`config.mk`:
```
export PLATFORM = sky130hd
export DESIGN_NAME = apb_bus_arbiter
export DESIGN_NICKNAME = d
export VERILOG_FILES = /design/src/rtl/apb_bus_arbiter.sv
export SDC_FILE = /design/constraint.sdc
export NUM_CORES = 1
export LEC_CHECK = 0
export BUFFER_PORTS_ARGS = -buffer_cell sky130_fd_sc_hd__buf_2
export CAP_MARGIN = 10
export CORE_MARGIN = 3
export CORE_UTILIZATION = 39
export DETAILED_ROUTE_END_ITERATION = 8
export GPL_TIMING_DRIVEN = 0
export PLACE_DENSITY = 0.74
export SLEW_MARGIN = 15
export SYNTH_ARGS = -nofsm -noshare
export SYNTH_HDL_FRONTEND = slang
export SYNTH_SLANG_ARGS = --single-unit
```
`constraint.sdc`:
```
create_clock -name clk -period 1.3 [get_ports clk]
set_input_delay 0.13 -clock clk [delete_from_list [all_inputs] [get_ports clk]]
set_output_delay 0.13 -clock clk [all_outputs]
set_load 0.005 [all_outputs]
```
`src/rtl/apb_bus_arbiter.sv`:
```
// Round-robin arbiter that shares one APB slave between NUM_REQ local requesters.
// Each grant runs one SETUP and one ACCESS phase, then pulses done to the winner.
module apb_bus_arbiter #(
    parameter int NUM_REQ = 2,
    parameter int ADDR_W  = 8,
    parameter int DATA_W  = 32
) (
    input  logic                      clk,
    input  logic                      rst,
    input  logic [NUM_REQ-1:0]        req,
    input  logic [NUM_REQ-1:0]        req_write,
    input  logic [NUM_REQ*ADDR_W-1:0] req_addr,
    input  logic [NUM_REQ*DATA_W-1:0] req_wdata,
    output logic [NUM_REQ-1:0]        done,
    output logic [DATA_W-1:0]         rdata,
    output logic [ADDR_W-1:0]         paddr,
    output logic                      pwrite,
    output logic                      psel,
    output logic                      penable,
    output logic [DATA_W-1:0]         pwdata,
    input  logic [DATA_W-1:0]         prdata
);

    localparam int IDX_W = (NUM_REQ > 1) ? $clog2(NUM_REQ) : 1;

    localparam logic [1:0] ST_IDLE   = 2'd0;
    localparam logic [1:0] ST_SETUP  = 2'd1;
    localparam logic [1:0] ST_ACCESS = 2'd2;

    logic [1:0]         r_state;
    logic [IDX_W-1:0]   r_ptr;
    logic [IDX_W-1:0]   r_grant;
    logic [NUM_REQ-1:0] r_done;
    logic [DATA_W-1:0]  r_rdata;
    logic [ADDR_W-1:0]  r_paddr;
    logic               r_pwrite;
    logic [DATA_W-1:0]  r_pwdata;

    logic [NUM_REQ-1:0] w_elig;
    logic [NUM_REQ-1:0] w_grant_oh;
    logic [IDX_W:0]     w_sum   [NUM_REQ];
    logic [IDX_W-1:0]   w_cand  [NUM_REQ];
    logic [ADDR_W-1:0]  w_addr  [NUM_REQ];
    logic [DATA_W-1:0]  w_wdata [NUM_REQ];
    logic               w_found;
    logic [IDX_W-1:0]   w_winner;
    logic [IDX_W-1:0]   w_ptr_next;

    // A requester whose done is high this cycle must re-request before it can win again.
    assign w_elig = req & ~r_done;

    // w_cand[k] is the requester visited k steps after the priority pointer.
    genvar gi;
    generate
        for (gi = 0; gi < NUM_REQ; gi++) begin : g_req
            assign w_addr[gi]     = req_addr[gi*ADDR_W +: ADDR_W];
            assign w_wdata[gi]    = req_wdata[gi*DATA_W +: DATA_W];
            assign w_sum[gi]      = {1'b0, r_ptr} + (IDX_W+1)'(gi);
            assign w_cand[gi]     = (w_sum[gi] >= (IDX_W+1)'(NUM_REQ))
                                  ? IDX_W'(w_sum[gi] - (IDX_W+1)'(NUM_REQ))
                                  : IDX_W'(w_sum[gi]);
            assign w_grant_oh[gi] = (r_grant == IDX_W'(gi));
        end
    endgenerate

    // Scan from the farthest candidate down so the nearest eligible one wins.
    always_comb begin
        w_found  = 1'b0;
        w_winner = '0;
        for (int k = NUM_REQ - 1; k >= 0; k--) begin
            if (w_elig[w_cand[k]]) begin
                w_found  = 1'b1;
                w_winner = w_cand[k];
            end
        end
    end

    assign w_ptr_next = (w_winner == IDX_W'(NUM_REQ - 1)) ? '0 : w_winner + IDX_W'(1);

    always_ff @(posedge clk) begin
        if (rst) begin
            r_state  <= ST_IDLE;
            r_ptr    <= '0;
            r_grant  <= '0;
            r_done   <= '0;
            r_rdata  <= '0;
            r_paddr  <= '0;
            r_pwrite <= 1'b0;
            r_pwdata <= '0;
        end else begin
            r_done <= '0;
            case (r_state)
                ST_IDLE: begin
                    if (w_found) begin
                        r_paddr  <= w_addr[w_winner];
                        r_pwrite <= req_write[w_winner];
                        r_pwdata <= w_wdata[w_winner];
                        r_grant  <= w_winner;
                        r_ptr    <= w_ptr_next;
                        r_state  <= ST_SETUP;
                    end
                end
                ST_SETUP: begin
                    r_state <= ST_ACCESS;
                end
                ST_ACCESS: begin
                    if (!r_pwrite) begin
                        r_rdata <= prdata;
                    end
                    r_done  <= w_grant_oh;
                    r_state <= ST_IDLE;
                end
                default: begin
                    r_state <= ST_IDLE;
                end
            endcase
        end
    end

    assign psel    = (r_state == ST_SETUP) || (r_state == ST_ACCESS);
    assign penable = (r_state == ST_ACCESS);
    assign done    = r_done;
    assign rdata   = r_rdata;
    assign paddr   = r_paddr;
    assign pwrite  = r_pwrite;
    assign pwdata  = r_pwdata;

endmodule

```
# After elaboration in Yosys (flattened, before gate mapping)
# Cells that the tools add are included.
dict set report classes {
  muxes 21
  addsub 4
  n_reduce_logical 5
  eq_ne 3
  bitwise_logic 6
  order_cmp 6
}
# op count
set op_table {}
lappend op_table {{two-way mux 32 bit} 3}
lappend op_table {{two-way mux 8 bit} 3}
lappend op_table {{two-way mux 1 bit} 13}
lappend op_table {{< comparator 1 x 2 -> 1 bit (second input constant)} 3}
lappend op_table {{greater-or-equal comparator 2 bit (second input constant)} 2}
lappend op_table {{case mux 2 bit (2 select lines)} 1}
lappend op_table {{AND reduction 2 bit} 2}
lappend op_table {{NOT 1 bit} 3}
lappend op_table {{adder 1 x 1 -> 2 bit (second input constant)} 1}
lappend op_table {{bitwise AND 2 bit} 1}
lappend op_table {{equality test 2 x 1 -> 1 bit (second input constant)} 1}
lappend op_table {{equality test 2 bit (second input constant)} 1}
lappend op_table {{greater-or-equal comparator 1 x 2 -> 1 bit (second input constant)} 1}
lappend op_table {{zero test 2 bit} 1}
lappend op_table {{two-way mux 2 bit} 1}
lappend op_table {{inequality test 2 bit (second input constant)} 1}
lappend op_table {{NOT 1 -> 2 bit} 1}
lappend op_table {{NOT 2 bit} 1}
lappend op_table {{OR reduction 2 bit} 1}
lappend op_table {{subtractor 1 bit (second input constant)} 2}
lappend op_table {{adder 1 bit (second input constant)} 1}
lappend op_table {{logical OR 1 bit} 1}
dict set report totals {
  register_bits 79
  elab_cells 53
  out_inout_bits 77
  inputBits 118
}

# Logic depth before layout (Yosys ltp)
# Gate-level depths: netlist of run 1.
dict set report depth {
  ltp_word 11
  mapped_depth 8
  depth_no_buf 6
}

# Worst setup path before layout of run 1
# Ideal clock, no wire load.
dict set report synth_timing {
  path_kind {register to register}
  from {reg r_state[0]}
  to {reg r_pwdata[20], in the netlist pwdata[20]}
  slack_ps -113
  setup_time_ps 144
  arrival_time_ps 1270
  synth_period_minus_slack_ps 1413
  required_ps 1156
  path_buffers 2
  stages_incl_launch_ff 8
  cell_sequence {dfxtp_1 -> inv_1 -> ha_1 -> inv_1 -> a21oi_2 -> buf_2 -> buf_2 -> a311oi_2}
}
dict set report synth_via {
  elab_chain_cells 2
}
# item line_no
set synth_rtl {}
lappend synth_rtl {{start: declaration} 30} ;# logic [1:0] r_state;
lappend synth_rtl {{start signal: assignment} 82} ;# r_state <= ST_IDLE;
lappend synth_rtl {{start signal: assignment} 100} ;# r_state <= ST_SETUP;
lappend synth_rtl {{start signal: assignment} 104} ;# r_state <= ST_ACCESS;
lappend synth_rtl {{zero test 2 bit} 92} ;# case (r_state)
lappend synth_rtl {{AND reduction 2 bit (no line)} --}
lappend synth_rtl {{end signal: assignment} 97} ;# r_pwdata <= w_wdata[w_winner];
lappend synth_rtl {{end: declaration} 37} ;# logic [DATA_W-1:0] r_pwdata;
# No other way between the ends.
# A chain may end at the register's enable or synchronous reset.

# Worst setup path after layout of run 1
dict set report layout_timing {
  from {reg r_state[1]}
  to {reg r_pwdata[13], in the netlist pwdata[13]}
}
# The elaborated chain is that of the path after synthesis.

==> results.ini, run 1 <==
[cts]
clock_latency_ns = 0.35
htreeDepth = 3
clk_pin_slew_ns = 0.09
cts_buffers = 9
cts-root-buf = clkbuf_8
clk_path_buf_depth = 2
cts_tree = built
clock-sinks = 79

[detailed_routing]
totalWireLength_um = 11400
routed_via_density = 4.95
ant_nets = 0
wire_per_inst_um = 15.3
drt_iter0_drc = 62
dr.pass1.iters = 4
vias = 3701
drc = 0

[floorplanning]
rows = 32
dieArea_sq_mm = 0.00948
floorplan.die.height_um = 97.4
start_util = 0.411
ios = 195
core-area_sq_mm = 0.00793
die_width_um = 97.4

[grt]
globalRouteOverflowTotal = 0
antenna_found_initial = 0
globalRouteMet2Util = 0.407
grt_usage = 0.227
grt_pass1_wl_um = 17600
grt_use_met3 = 0.0689
grt_max_degree = 16
grtUsageMet1 = 0.258
grt_pass1_vias = 3691
top_usage_layer = met2

[placed_design]
place_area_sq_mm = 0.00438
gp_congestion = 0.856
dp_slack_ns = -0.304
io_buffers = 193
hpwl_um = 7930

[pwr]
p_leak_uw = 0.00250
vdd_drop_max_v = 0.000628
total_power_uw = 6490
power_density_mw_per_mm2 = 1220

[sta]
tightest_slew_ns = 0.751
fin_crit_sh = 1.16
hold_ws_ns = 0.0182
setup_ws_ns = -0.211
drv_slew = 0
fmax_mhz = 662
period_needed_ns = 1.51
slew_headroom = 0.499
hold_violations = 0
setup_viol = 73
rsz0062_at_grt = true
worst_clock_skew_ns = 0.00548

[layout]
area_growth_pct = 63.4
layout-drive-gt1-share = 0.496
fin_nets = 761
n_fill_cell = 659
diodes = 0
fin_area_sq_mm = 0.00532
final_core_util = 0.671

[synthesis]
yosys.area.top_type = dfxtp_1
synth_warnings = 0
yosysSeqAreaShare = 0.486
synth-seq-cells = 79
synth_area_sq_mm = 0.00326
synthTopCellsByCount = nand2_1, dfxtp_1, nor2_1
synth.distinct_cells = 24
syn_inst = 397
synth_edf_count = 0
synth_top_area_share = 0.486
yosysMostFrequentCell = nand2_1
syn_area_per_cell_sq_um = 8.20
synth_flop_cell = dfxtp_1
synth_nets = 518
async_flop_share = 0
synth_area_leaders = dfxtp_1, nand2_1, a311oi_1, a311oi_2, nor2_1

[outcome]
violations = setup timing
status = complete, but fails checks

[critical_path]
slowest_delay_ns = 0.34
cp-start-kind = flip-flop
critPathKind = flip-flop to flip-flop
cp_data_arrival_time_ns = 1.78
critPathRequiredTime_ns = 1.56
cp_max_fo = 10
cp_cell_sequence = inv_2, ha_4, inv_4, a21oi_4, buf_4, buf_6, nor2_1, a311oi_2
cp-end-kind = flip-flop
critPathSlowestCell = dfxtp_2

[flow_run]
cap_violations = 0

[worst_hold_path]
hold_path_class = primary input to flip-flop

## layout make-up
cell class	count	area, sq um	area share
inverter	3	13.8	0.00259
clock buffer	9	124	0.0233
multi-input combinational	281	1690	0.317
sequential	79	1590	0.298
buffer	32	300	0.0564
tap	102	128	0.0240
timing repair buffer	234	1400	0.263
clock inverter	7	80.1	0.0150
## final timing paths
path                    from         end  slack [ns]  depth (start not counted)
setup reg to reg  r_state[1]  pwdata[13]       -0.21                          8
hold reg to reg     rdata[2]    rdata[2]        0.46                          2
hold / removal     prdata[9]    rdata[9]        0.02                          3
setup / recovery  r_state[1]  pwdata[13]       -0.21                          8
## timing repair
item | in CTS | in global routing
gates resized for setup | 40 | 61
pin swaps | 3 | 28
hold buffers | 20 | 0
endpoints found under the hold margin | 20 | 0
cloned | 2 | 6
setup buffers | 6 | 7
endpoints found under the setup margin | 75 | 76
## cell usage in the layout, fill, tap and decap left out, types with 2 or more instances in the layout
cell,instances
nor2_1,39
clkinv_4,2
clkbuf_16,3
nand2_4,4
inv_2,2
clkinvlp_4,2
mux2i_1,2
buf_6,10
a21oi_1,32
dfxtp_2,4
nand2b_4,2
nand2_2,16
clkbuf_4,3
clkbuf_8,12
a311oi_1,14
nand2_1,126
clkbuf_1,9
dfxtp_1,75
buf_4,17
buf_2,194
inv_6,2
nor2_2,5
buf_8,6
dlygate4sd3_1,20
a311oi_2,28
## cells by family after synthesis
| logic type | share of synthesized area |
|---|---|
| and+or+nand+nor | 0.240 |
| DFF | 0.486 |
| AOI/OAI and AO/OA | 0.199 |
| buffers and inverters | 0.0576 |
| adders and majority gates | 0.0115 |
| muxes | 0.00615 |
## critical path, delay by kind of cell, from the launching register on
family / cells / cell delay, ns
AOI/OAI and AO/OA: 2 / 0.47
adders and majority gates: 1 / 0.15
buffers and inverters: 4 / 0.41
DFF: 1 / 0.34
and+or+nand+nor: 1 / 0.06
## power breakdown
part           switching (uW)  internal (uW)  leakage, uW
Sequential                133           2660     0.000650
Clock                     968            906    0.0000964
Combinational             900            926      0.00175
Total                    2000           4490      0.00250
## stage by stage
stage	cells	setup TNS, ns
6_report	747	-8.18
5_1_grt	747	-14.42
4_1_cts	735	-6.87
3_5_place_dp	692	-14.17
3_3_place_gp	692	-11.78
2_1_floorplan	397	-0.0307
## registers in the layout, summed over array words and instances (netlist names)
register / count
r_grant: 1
pwdata: 32
pwrite: 1
r_ptr: 1
rdata: 32
paddr: 8
r_state: 2
done: 2
## per-layer routing
| layer | part of all wire | vias to the layer above | routed length [um] |
|---|---|---|---|
| li1 | - | 1823 | - |
| met1 | 0.40 | 1702 | 4520 |
| met2 | 0.51 | 161 | 5870 |
| met3 | 0.077 | 15 | 881 |
| met4 | 0.014 | 0 | 160 |
| met5 | 0 | - | 0 |
Power figures use the tool's default switching activity.
==> run 2: changes to the inputs <==
==> config.mk (replaced) <==
export PLATFORM = sky130hd
export DESIGN_NAME = apb_bus_arbiter
export DESIGN_NICKNAME = d
export VERILOG_FILES = /design/src/rtl/apb_bus_arbiter.sv
export SDC_FILE = /design/constraint.sdc
export NUM_CORES = 1
export LEC_CHECK = 0
export ABC_AREA = 1
export BUFFER_PORTS_ARGS = -buffer_cell sky130_fd_sc_hd__buf_2
export CAP_MARGIN = 20
export CORE_MARGIN = 3
export CORE_UTILIZATION = 41
export DETAILED_ROUTE_END_ITERATION = 8
export GPL_TIMING_DRIVEN = 0
export PLACE_DENSITY = 0.75
export SLEW_MARGIN = 10
export SYNTH_ARGS = -nofsm -noshare
export SYNTH_HDL_FRONTEND = slang
export SYNTH_SLANG_ARGS = --single-unit
==> results.ini, run 2 <==
[critical_path]
r2r_end = pwdata[5]
cp-start-kind = flip-flop
crit_start = r_state[1]
cp_data_arrival_time_ns = 1.12  ; -0.66 ns
critPathRequiredTime_ns = 1.17  ; -0.39 ns
cp_max_fo = 3  ; -7
ff2ff_path_depth = 9  ; +1
rrSetupSlack_ns = 0.06  ; +0.27 ns
r2r_start = done[1]
cp-end-kind = output port
critPathKind = flip-flop to output port

[worst_hold_path]
min_to = rdata[2]
hold_path_class = primary input to flip-flop
hold_path_startpoint = prdata[2]
hold_depth = 3  ; unchanged

[synthesis]
synthTopCellsByCount = nand2_1, inv_1, nand3_1
yosysMostFrequentCell = nand2_1
synth_top_area_share = 0.438  ; -0.0479
yosysSeqAreaShare = 0.438  ; -0.0479
synth_edf_count = 0  ; unchanged
syn_area_per_cell_sq_um = 6.81  ; -17%
synth_area_leaders = dfxtp_1, nand3_1, nand2_1, inv_1, nor2_1
syn_inst = 531  ; +34%
async_flop_share = 0  ; unchanged
synth.distinct_cells = 20  ; -17%
synth-seq-cells = 79  ; unchanged
synth_warnings = 0  ; unchanged
synth_area_sq_mm = 0.00361  ; +11%
synth_nets = 652  ; +26%
synth_flop_cell = dfxtp_1
yosys.area.top_type = dfxtp_1

[placed_design]
hpwl_um = 8080  ; +1.9%
placed_cells = 829  ; +20%
io_buffers = 193  ; unchanged
gp_congestion = 0.886  ; +3.5%

[sta]
tightest_slew_ns = 0.449  ; -0.302 ns
worst_clock_skew_ns = 0.00986  ; +0.00438 ns
fmax_mhz = 798  ; +21%
rsz0062_at_grt = true
drv_slew = 0  ; unchanged
hold_violations = 0  ; unchanged
fin_crit_sh = 0.964  ; -0.199
hold_ws_ns = 0.0110  ; -0.00725 ns
setup_viol = 0  ; -100%
slew_headroom = 0.700  ; +0.201
period_needed_ns = 1.25  ; -0.258 ns
tns_ns = 0  ; +8.18 ns

[detailed_routing]
dr.pass1.iters = 4  ; unchanged
wire_per_inst_um = 12.2  ; -20%
totalWireLength_um = 10400  ; -9.0%
wl_met1_um = 4300  ; -4.7%
drt_iter0_drc = 103  ; +66%
vias = 3999  ; +8.1%
routed.top_layer = met4
ant_nets = 0  ; unchanged
drc = 0  ; unchanged
wl_met2_um = 5240  ; -11%
routed_via_density = 4.71  ; -4.9%
wl_met3_um = 715  ; -19%

[cts]
clock-sinks = 79  ; unchanged
clock_latency_ns = 0.35  ; about the same
clk_path_buf_depth = 2  ; unchanged
cts_buffers = 9  ; unchanged
clk_pin_slew_ns = 0.10  ; about the same
cts-root-buf = clkbuf_8
cts_tree = built
htreeDepth = 3  ; unchanged

[grt]
grt_usage = 0.202  ; -0.0245
grt_pass1_vias = 3784  ; +2.5%
globalRouteOverflowTotal = 0  ; unchanged
grt_max_degree = 17  ; +1
antenna_found_initial = 0  ; unchanged
grt_pass1_wl_um = 16600  ; -5.3%

[layout]
diodes = 0  ; unchanged
final_common_cell = buf_2
final_cell_mix = buf_2, nand2_1, inv_1
n_fill_cell = 809  ; +23%
layout-drive-gt1-share = 0.349  ; -0.147
fin_nets = 860  ; +13%
stdcell_count = 849  ; +14%
area_growth_pct = 39.9

[floorplanning]
ios = 195  ; unchanged
start_util = 0.431  ; +0.0203
dieArea_sq_mm = 0.00998  ; +5.2%
rows = 33  ; +3.1%
die_width_um = 99.9  ; +2.6%
core-area_sq_mm = 0.00838  ; +5.7%
floorplan.die.height_um = 99.9  ; +2.6%

[flow_run]
cap_violations = 0  ; unchanged

[outcome]
status = finished clean

[pwr]
p_leak_uw = 0.00283  ; +13%
vdd_drop_max_v = 0.000619  ; -1.4%
power_density_mw_per_mm2 = 1240  ; +1.5%

-- run 2: cell count changes after synthesis, moves of 11 or more --
cell,before,now
inv_1,3,88
nand3_1,1,83
nand2_1,146,89
o21ai_0,0,29
a311oi_1,28,0
nor2_1,44,68
a311oi_2,14,0
clkbuf_1,19,6
a21oi_1,32,43
-- run 2: worst max-delay path by stage --
stage	endpoint	depth (start not counted)	slack (ns)
2_1_floorplan	rdata[10]	7	0.07
3_3_place_gp	rdata[23]	6	-0.13
3_5_place_dp	rdata[10]	6	-0.18
4_1_cts	pwdata[19]	8	0.001
5_1_grt	pwrite	9	-0.05
6_report	psel	3	0.05
-- run 2: timing repair --
action                                 in CTS  in global routing
endpoints found under the hold margin       1                  0
setup endpoints to repair                  73                 73
setup buffers                               0                  3
pin swaps                                   0                  3
hold buffers                                1                  0
resized for setup                          23                 27
-- run 2: cell type report --
type | instances | area, sq um | share of cell area
clock inverter | 7 | 65.1 | 0.0129
sequential | 79 | 1590 | 0.314
timing repair buffer | 197 | 1000 | 0.199
inverter | 93 | 364 | 0.0720
buffer | 34 | 248 | 0.0490
tap | 105 | 131 | 0.0260
multi-input combinational | 325 | 1530 | 0.303
clock buffer | 9 | 124 | 0.0245
-- run 2: power breakdown --
| group | switching, uW | total, uW | internal (uW) |
|---|---|---|---|
| Sequential | 135 | 2820 | 2690 |
| Clock | 1020 | 1760 | 741 |
| Combinational | 901 | 1680 | 777 |
-- run 2: logic make-up (layout without fill, tap and decap cells) --
family                     Yosys count  in the layout  synth area share
and+or+nand+nor                    246            246             0.291
buffers and inverters              127            340             0.155
DFF                                 79             79             0.438
AOI/OAI and AO/OA                   76             76             0.106
adders and majority gates            3              3            0.0104
-- run 2: layer usage --
layer / up-vias / global-route usage
li1: 2070 / -
met1: 1791 / 0.237
met2: 120 / 0.357
met5: - / 0
met4: 0 / 0.0693
met3: 18 / 0.0535
-- run 2: critical path, stage by stage (launching register included) --
cell and delay, ns:
dfxtp_2 0.38, inv_2 0.06, ha_4 0.23, buf_6 0.11
-- run 2: stage by stage --
stage | util | setup WS [ns] | power (uW) | area (sq um)
5_1_grt | 0.603 | -0.0488 | 6670 | 5050
6_report | 0.603 | 0.0471 | 6260 | 5050
4_1_cts | 0.592 | 0.00106 | 6250 | 4960
3_5_place_dp | 0.562 | -0.181 | 4460 | 4710
2_1_floorplan | - | 0.0684 | 3810 | 3610
3_3_place_gp | 0.562 | -0.126 | 4410 | 4710
